$ cat src/rtl/guess_pkg.sv
// Shared constants for the guessing-game datapath: default parameters,
// Fibonacci LFSR tap masks and the enter-debounce tracker states.
package guess_pkg;

  localparam int unsigned DEF_VAL_W       = 4;
  localparam int unsigned DEF_REM_W       = 4;
  localparam int unsigned DEF_MAX_GUESSES = 4;
  localparam int unsigned DEF_DB_CYCLES   = 16;

  typedef enum logic {
    IDLE_MATCH = 1'b0,
    COUNTING   = 1'b1
  } db_state_e;

  // Maximal-length feedback taps (bit i set = stage i+1 feeds the XOR).
  function automatic logic [7:0] lfsr_taps(input int unsigned w);
    case (w)
      4:       lfsr_taps = 8'b0000_1100;
      5:       lfsr_taps = 8'b0001_0100;
      6:       lfsr_taps = 8'b0011_0000;
      7:       lfsr_taps = 8'b0110_0000;
      8:       lfsr_taps = 8'b1011_1000;
      default: lfsr_taps = 8'b0000_1100;
    endcase
  endfunction

endpackage

$ cat src/rtl/guess_datapath_enter_debounce.sv
// Enter-key synchronizer and debouncer: the level changes only after the
// synchronized input disagrees with it for DB_CYCLES consecutive clocks.
module enter_debounce
  import guess_pkg::*;
#(
  parameter int unsigned DB_CYCLES = DEF_DB_CYCLES
) (
  input  logic clk,
  input  logic reset,
  input  logic i_raw,
  output logic o_level
);

  localparam int unsigned CW = $clog2(DB_CYCLES);

  logic          sync1;
  logic          s;
  logic [CW-1:0] cnt;
  logic [CW-1:0] cnt_n;
  logic          level_n;
  db_state_e     state;

  // The tracker state is not stored; it is whether s and the level disagree.
  always_comb begin
    state   = (s == o_level) ? IDLE_MATCH : COUNTING;
    cnt_n   = '0;
    level_n = o_level;
    if (state == COUNTING) begin
      if (cnt == CW'(DB_CYCLES - 1)) begin
        level_n = s;
        cnt_n   = '0;
      end else begin
        cnt_n = cnt + CW'(1);
      end
    end
  end

  always_ff @(posedge clk or posedge reset) begin
    if (reset) begin
      sync1   <= 1'b0;
      s       <= 1'b0;
      cnt     <= '0;
      o_level <= 1'b0;
    end else begin
      sync1   <= i_raw;
      s       <= sync1;
      cnt     <= cnt_n;
      o_level <= level_n;
    end
  end

endmodule

$ cat src/rtl/guess_datapath.sv
// Guessing-game datapath: secret value, synchronized guess, compare flags,
// result LEDs and remaining-guess counter. Define GUESS_LFSR_EN for an LFSR secret.
module guess_datapath
  import guess_pkg::*;
#(
  parameter int unsigned VAL_W       = DEF_VAL_W,
  parameter int unsigned REM_W       = DEF_REM_W,
  parameter int unsigned MAX_GUESSES = DEF_MAX_GUESSES,
  parameter int unsigned DB_CYCLES   = DEF_DB_CYCLES
) (
  input  logic             clk,
  input  logic             reset,
  input  logic             i_enter_raw,
  input  logic [VAL_W-1:0] i_guess,
  input  logic             i_inc_actual,
  input  logic             i_update_leds,
  input  logic             i_remain_en,
  output logic             o_enter,
  output logic             o_over,
  output logic             o_under,
  output logic             o_equal,
  output logic [REM_W-1:0] o_remain,
  output logic             o_led_over,
  output logic             o_led_under,
  output logic             o_led_equal
);

  logic [VAL_W-1:0] guess_s1;
  logic [VAL_W-1:0] guess_q;
  logic [VAL_W-1:0] actual;
  logic [VAL_W-1:0] actual_next;

`ifdef GUESS_LFSR_EN
  localparam logic [VAL_W-1:0] TAPS      = VAL_W'(lfsr_taps(VAL_W));
  localparam logic [VAL_W-1:0] ACT_RESET = VAL_W'(1);
  assign actual_next = {actual[VAL_W-2:0], ^(actual & TAPS)};
`else
  localparam logic [VAL_W-1:0] ACT_RESET = '0;
  assign actual_next = actual + VAL_W'(1);
`endif

  always_ff @(posedge clk or posedge reset) begin
    if (reset) begin
      guess_s1 <= '0;
      guess_q  <= '0;
      actual   <= ACT_RESET;
    end else begin
      guess_s1 <= i_guess;
      guess_q  <= guess_s1;
      if (i_inc_actual) actual <= actual_next;
    end
  end

  assign o_over  = guess_q > actual;
  assign o_under = guess_q < actual;
  assign o_equal = guess_q == actual;

  always_ff @(posedge clk or posedge reset) begin
    if (reset) begin
      o_led_over  <= 1'b0;
      o_led_under <= 1'b0;
      o_led_equal <= 1'b0;
    end else if (i_update_leds) begin
      o_led_over  <= o_over;
      o_led_under <= o_under;
      o_led_equal <= o_equal;
    end
  end

  // A new round (reload) takes priority over consuming a guess.
  always_ff @(posedge clk or posedge reset) begin
    if (reset) begin
      o_remain <= REM_W'(MAX_GUESSES);
    end else if (i_inc_actual) begin
      o_remain <= REM_W'(MAX_GUESSES);
    end else if (i_remain_en && (o_remain != '0)) begin
      o_remain <= o_remain - REM_W'(1);
    end
  end

  enter_debounce #(
    .DB_CYCLES(DB_CYCLES)
  ) u_enter_debounce (
    .clk    (clk),
    .reset  (reset),
    .i_raw  (i_enter_raw),
    .o_level(o_enter)
  );

endmodule

$ cat config.mk
export PLATFORM = sky130hd
export DESIGN_NAME = guess_datapath
export DESIGN_NICKNAME = d
export VERILOG_FILES = /design/src/rtl/guess_pkg.sv /design/src/rtl/guess_datapath_enter_debounce.sv /design/src/rtl/guess_datapath.sv
export SDC_FILE = /design/constraint.sdc
export NUM_CORES = 1
export LEC_CHECK = 0
export ABC_AREA = 1
export ABC_CLOCK_PERIOD_IN_PS = 1400
export CORE_ASPECT_RATIO = 0.8
export CORE_MARGIN = 3
export CORE_UTILIZATION = 30
export DETAILED_ROUTE_END_ITERATION = 12
export PLACE_DENSITY = 0.58
export SLEW_MARGIN = 0
export SYNTH_ARGS = -nofsm -noshare
export SYNTH_HDL_FRONTEND = slang
export SYNTH_HIERARCHICAL = 1
export SYNTH_SLANG_ARGS = --single-unit
export TNS_END_PERCENT = 50
$ cat constraint.sdc
create_clock -name clk -period 1.4 [get_ports clk]
set_input_delay 0.14 -clock clk [delete_from_list [all_inputs] [get_ports clk]]
set_output_delay 0.14 -clock clk [all_outputs]
set_load 0.05 [all_outputs]
==> results_dict.tcl, run 1 <==
set metrics [dict create \
    outcome "complete, but fails checks" \
    violations "setup timing" \
    period_needed_ns 1.62 \
    start_util 0.319 \
    coreArea_um2 3490 \
    rrSetupSlack_ns 0.13 \
    grt-ovfl-total 0 \
    synth_fp_nets 132 \
    drive_gt1_frac 0.301 \
    dp_hpwl_um 1620 \
    netlist_instances 115 \
    drt-pass1-iter-count 4 \
    hold_viol 0 \
    numPortBuffers 20 \
    totalPowerFinal_uw 3060 \
    p_leak_uw 0.000793 \
    syn_to_final_growth_pct 47.0 \
    cts_made_buffers 3 \
    layout.nets 164 \
    fin_ws_ns -0.217 \
    first_global_vias 884 \
    yosysWarnings 6 \
    drt_iter0_drc 19 \
    wl_per_cell_um 11.1 \
    clock_latency_ns 0.27 \
    worstRegToRegCells 7 \
    rr_endpoint "o_led_over" \
    wl_um 2090 \
    dieArea_um2 4480 \
    cp_common_cell "nand2_2" \
    cts.clk_slew.worst_paths_ns 0.09 \
    timing.final.setup_violations 3 \
    final.fill_count 322 \
    power_density_nw_per_um2 1870 \
    critPathSlowestCell "dfrtp_1" \
    grtUsageTotal 0.111 \
    peakVddDrop_v 0.000740 \
    cp-start-kind "flop" \
    crit_chain "ha_4 -> nand2_2 -> inv_2 -> nand2_2 -> nand2_4 -> inv_4 -> nor2_4 -> buf_12" \
    gp_congestion 0.738 \
    grt_max_degree 20 \
    syn-cell-area_um2 1110 \
    cap_violations 0 \
    cp.arrival_ns 1.48 \
    critPathMaxStageDelay_ns 0.41 \
    relSlewSlack 0.829 \
    final_util 0.468 \
    crit_type "flop to output pin" \
    post-route-period-util 1.16 \
    antenna_found_initial 0 \
    hold_class "input pin to async pin" \
    post_dp_cell_area_um2 1500 \
    multiInputGateArea_um2 440 \
    ant_nets 0 \
    cts_buffer_depth 2 \
    worstMarginPinSlew_ns 0.256 \
    synth_area_per_cell_um2 9.68 \
    drc 0 \
    final_cell_area_um2 1640 \
    r2r_start "actual[3]" \
    cts_tree "yes" \
    finalClockSkew_ns 0.00254 \
    ctsHoldBuffers 0 \
    worstPathMaxFanout 2 \
    vias_per_cell 4.38 \
    cp_data_required_time_ns 1.26 \
    cts.sinks 26 \
    fmax_mhz 618 \
    insertedDiodeCount 0 \
    grt_pass1_wl_um 3780 \
    dieWidth_um 74.1 \
    rsz0062_at_grt "yes" \
    dpl_worst_slack_ns -0.0329 \
    ctsRootBufferMaster "clkbuf_8" \
    dr_total_vias 823 \
    rows 19 \
    ys_types 17 \
    die_h_um 60.5 \
    end_kind "output pin" \
    ys_seq_area_frac 0.585 \
    regArea_um2 654 \
    slew_viol_final 0 \
    io_pins 21 \
    hold_slack_ns 0.108 \
    htreeDepth 1 \
    synth_seq_cells 26 \
]
[state kept, by name (all words and copies together) (netlist names)]
signal / flops
o_led_equal: 1
actual: 4
o_led_over: 1
u_enter_debounce/o_level: 1
u_enter_debounce/cnt: 4
o_led_under: 1
u_enter_debounce/s: 1
guess_s1: 4
o_remain: 4
guess_q: 4
u_enter_debounce/sync1: 1
[critical path: cells and delay by family, from the launching register on]
family        cells  cell delay [ns]
fa+ha+maj         1             0.28
simple gates      4             0.27
buf+inv           3             0.25
flops             1             0.41
[power breakdown]
part | switching [uW] | internal [uW] | leakage [uW]
clock | 229 | 383 | 0.0000357
combinational | 816 | 663 | 0.000441
sequential | 88.9 | 882 | 0.000316
total | 1130 | 1930 | 0.000793
[stage by stage]
stage	TNS, ns	std cells
global route	-0.779	188
global placement	0	183
floorplan	-0.186	115
detailed placement	-0.0329	183
finish	-0.530	188
CTS	-0.622	188
[repair_timing]
action                                  4_1_cts  5_1_grt
pin swaps                                     0        3
endpoints found under the setup margin        3        5
gates resized for setup                       5       11
hold endpoints to repair                      0        0
buffers inserted                              1        0
[cell usage after synthesis]
| master | instances | share of area |
|---|---|---|
| a21oi_1 | 2 | 0.0090 |
| a21oi_4 | 1 | 0.015 |
| buf_2 | 1 | 0.0045 |
| dfrtp_1 | 25 | 0.56 |
| dfstp_2 | 1 | 0.024 |
| ha_1 | 7 | 0.079 |
| inv_1 | 22 | 0.074 |
| nand2_1 | 27 | 0.091 |
| nand3_1 | 7 | 0.031 |
| nand3b_1 | 1 | 0.0067 |
| nand4_1 | 3 | 0.017 |
| nor2_1 | 8 | 0.027 |
| nor2_2 | 2 | 0.011 |
| o21ai_0 | 3 | 0.013 |
| o21ai_1 | 1 | 0.0045 |
| xnor2_1 | 1 | 0.0079 |
| xor2_1 | 3 | 0.024 |
[layout by cell type, fill, tap and decap left out]
master           instances
dfrtp_1                 23
ha_1                     4
nor2_4                   1
buf_4                   11
ha_4                     3
a21oi_1                  1
a21oi_2                  1
a21oi_4                  1
xnor2_1                  1
nor2_1                   7
nand3b_1                 1
inv_2                    4
o21ai_1                  1
nor2_2                   2
nand2_1                 22
bufinv_16                1
nand2_2                  4
inv_1                   17
clkdlybuf4s50_1          9
dfstp_2                  1
dfrtp_2                  2
nand4_1                  3
inv_4                    1
clkbuf_8                 3
o21ai_0                  3
nand2_4                  1
buf_12                   8
xor2_1                   3
nand3_1                  7
[routing by layer]
metal | wire length [um] | track usage | share of wire | up-vias
met5 | 0 | 0 | 0 | -
met3 | 130 | 0.0430 | 0.062 | 5
met1 | 923 | 0.132 | 0.44 | 384
met2 | 1020 | 0.193 | 0.49 | 20
met4 | 20 | 0.0233 | 0.0096 | 0
li1 | - | - | - | 414
[cell families (layout without fill, tap and decap cells)]
kind of cell,after synthesis,in the layout,share of synthesized area
DFF,26,26,0.585
buffers and inverters,23,54,0.0786
adders and majority gates,7,7,0.0786
and+or+nand+nor,48,48,0.184
AOI/OAI and AO/OA,7,7,0.0416
xor gates and xnor gates,4,4,0.0315
[worst max path at each step]
stage	from	end	slack [ns]
global route	guess_q[3]	o_over	-0.31
detailed placement	actual[1]	o_over	-0.03
CTS	guess_q[3]	o_over	-0.25
global placement	guess_q[3]	o_over	0.03
floorplan	actual[1]	o_over	-0.19
finish	guess_q[3]	o_over	-0.22
[area by class of cell]
| class | count | area share |
|---|---|---|
| Clock buffer | 3 | 0.0252 |
| Clock inverter | 1 | 0.0183 |
| Inverter | 22 | 0.0520 |
| Multi-Input combinational cell | 66 | 0.269 |
| Sequential cell | 26 | 0.400 |
| Tap cell | 42 | 0.0321 |
| Timing Repair Buffer | 28 | 0.203 |
Power figures use the tool's default switching activity.
==> run 2: changes to the inputs <==
Settings changed: ABC_CLOCK_PERIOD_IN_PS 1400 to 1500, SYNTH_HIERARCHICAL 1 to unset.
Clock period 1.4 ns to 1.5 ns, I/O delays scaled along.
==> run 2 against run 1 <==
Net effect:
- the flow still finishes with violations (setup timing)
- setup slack got worse by 0.033 ns
- clock skew increased by 0.0012 ns
- utilization decreased by 3.4 points
- non-clock buffer count decreased by 3
- sequential cell count unchanged
- synthesized area decreased by 1.3%
==> results_dict.tcl, run 2 <==
set metrics [dict create \
    crit_type "flop to output pin" \
    timing.final.setup_violations 3 \
    hold_viol 0 \
    critPathMaxStageDelay_ns 0.42 \
    drt_iter0_drc 33 \
    grt-ovfl-total 0 \
    critPathSlowestCell "dfrtp_1" \
    layout.nets 155 \
    insertedDiodeCount 0 \
    totalPowerFinal_uw 2640 \
    ys_seq_area_frac 0.593 \
    first_global_vias 759 \
    synth_common_cells "dfrtp_1 (25), nand2_1 (23), inv_1 (17), nor2_1 (12), ha_1 (7)" \
    p_leak_uw 0.000747 \
    post-route-period-util 1.17 \
    numPortBuffers 20 \
    end_kind "output pin" \
    cp-start-kind "flop" \
    synth_area_per_cell_um2 10.1 \
    dieArea_um2 4430 \
    synth_ff_type "dfrtp_1" \
    finalNonFillerCells 179 \
    mostFrequentLayoutCells "dfrtp_1 (25), nand2_1 (22), inv_1 (15)" \
    cts_tree "yes" \
    final.setup.tns_ns -0.576 \
    layout_commonest_cell "dfrtp_1" \
    synth_edf_count 0 \
    coreArea_um2 3470 \
    cts.sinks 26 \
    cp.arrival_ns 1.60 \
    relSlewSlack 0.786 \
    rows 19 \
    power_density_nw_per_um2 1750 \
    ys_types 19 \
    crit_chain "ha_4 -> inv_1 -> o21bai_1 -> nand2_1 -> nand2_2 -> inv_2 -> nor2_4 -> buf_12" \
    dr_total_vias 743 \
    cp_top_family "flip-flops" \
    synth_top_area_frac 0.569 \
    vias_per_cell 4.15 \
    dieWidth_um 73.7 \
    drt-pass1-iter-count 4 \
    antenna_found_initial 0 \
    violations "setup timing" \
    worstPathMaxFanout 2 \
    die_h_um 60.1 \
    hold_class "input pin to async pin" \
    rsz0062_at_grt "yes" \
    period_needed_ns 1.75 \
    wl_per_cell_um 10.1 \
    ctsRootBufferMaster "clkbuf_8" \
    final_cell_area_um2 1510 \
    dp_hpwl_um 1360 \
    yosysTopAreaCell "dfrtp_1" \
    gp_congestion 0.720 \
    syn-cell-area_um2 1100 \
    outcome "complete, but fails checks" \
    finalClockSkew_ns 0.00374 \
    cp_data_required_time_ns 1.35 \
    cts_made_buffers 3 \
    synthArstFlopShare 1.00 \
    netlist_instances 109 \
    synth_seq_cells 26 \
    htreeDepth 1 \
    worstMarginPinSlew_ns 0.320 \
    grt_max_degree 27 \
    synth_fp_nets 126 \
    cts.clk_slew.worst_paths_ns 0.09 \
    start_util 0.317 \
    fin_ws_ns -0.250 \
    yosysWarnings 0 \
    fmax_mhz 571 \
    syn_to_final_growth_pct 37.2 \
    io_pins 21 \
    wl_um 1800 \
    dp_cells 173 \
    ant_nets 0 \
    crit_buf_inv 3 \
    drc 0 \
    post_dp_cell_area_um2 1410 \
    grt_pass1_wl_um 3270 \
    clock_latency_ns 0.27 \
    grtUsageTotal 0.100 \
    slew_viol_final 0 \
    cap_violations 0 \
    yosysMostFrequentCell "dfrtp_1" \
    cts_buffer_depth 2 \
    dpl_worst_slack_ns -0.000144 \
    peakVddDrop_v 0.000608 \
    synth_area_leaders "dfrtp_1 (57%), ha_1 (8.0%), nand2_1 (7.9%)" \
    drive_gt1_frac 0.219 \
    ctsHoldBuffers 0 \
]
## run 2: cell types whose count changed after synthesis, moves of 2 or more
cell / delta
inv_1: -5
nand2_1: -4
nand3_1: -2
nor2_1: +4
## run 2: final timing paths
kind / from / end / slack (ns) / cells after the start
worst max-delay path: guess_q[1] / o_over / -0.25 / 8
worst min-delay path: reset / guess_q[1] / 0.22 / 3
worst max register to register: guess_q[1] / o_led_under / 0.10 / 8
worst min register to register: guess_s1[1] / guess_q[1] / 0.35 / 0
max in group asynchronous: reset / o_remain[2] / 0.99 / 3
min in group clk: i_guess[3] / guess_s1[3] / 0.31 / 1
## run 2: power breakdown
part	leakage [uW]	total, uW	switching (uW)	internal [uW]
registers	0.000318	907	86.8	820
logic	0.000393	1160	665	498
clock network	0.0000357	565	209	357
total	0.000747	2640	960	1670
## run 2: cell families after synthesis
| logic type | share of synthesized area |
|---|---|
| AOI/OAI and AO/OA | 0.0399 |
| and+or+nand+nor | 0.185 |
| xor gates and xnor gates | 0.0399 |
| DFF | 0.593 |
| adders and majority gates | 0.0797 |
| buffers and inverters | 0.0626 |
## run 2: metal layers
metal  GRT usage  wire (um)  up-vias
li1            -          -      390
met1       0.124        854      336
met2       0.159        852       14
met3      0.0370         81        3
met4      0.0388         12        0
met5           0          0        -
## run 2: final cells by class
type	count	area, um^2
Clock buffer	3	41.3
Sequential cell	26	652
Inverter	17	63.8
Fill cell	339	1960
Timing Repair Buffer	25	260
Clock inverter	1	30.0
Multi-Input combinational cell	65	408
Tap cell	42	52.6
## run 2: timing repair
action	in CTS	in global routing
endpoints found under the setup margin	3	3
pin swaps	2	1
cloned	0	0
buffers inserted	1	1
resized for setup	4	0
endpoints found under the hold margin	0	0
## run 2: per-stage QoR
| step | hold WS [ns] | utilization |
|---|---|---|
| final | 0.224 | 0.434 |
| after CTS | 0.231 | 0.432 |
| after floorplan | 0.181 | - |
| after global routing | 0.283 | 0.434 |
| after global placement | 0.335 | 0.405 |
| after detailed placement | 0.335 | 0.405 |
## run 2: worst min-delay path, delay by kind of cell
kind / cells / cell delay, ns
buf+inv: 3 / 0.74
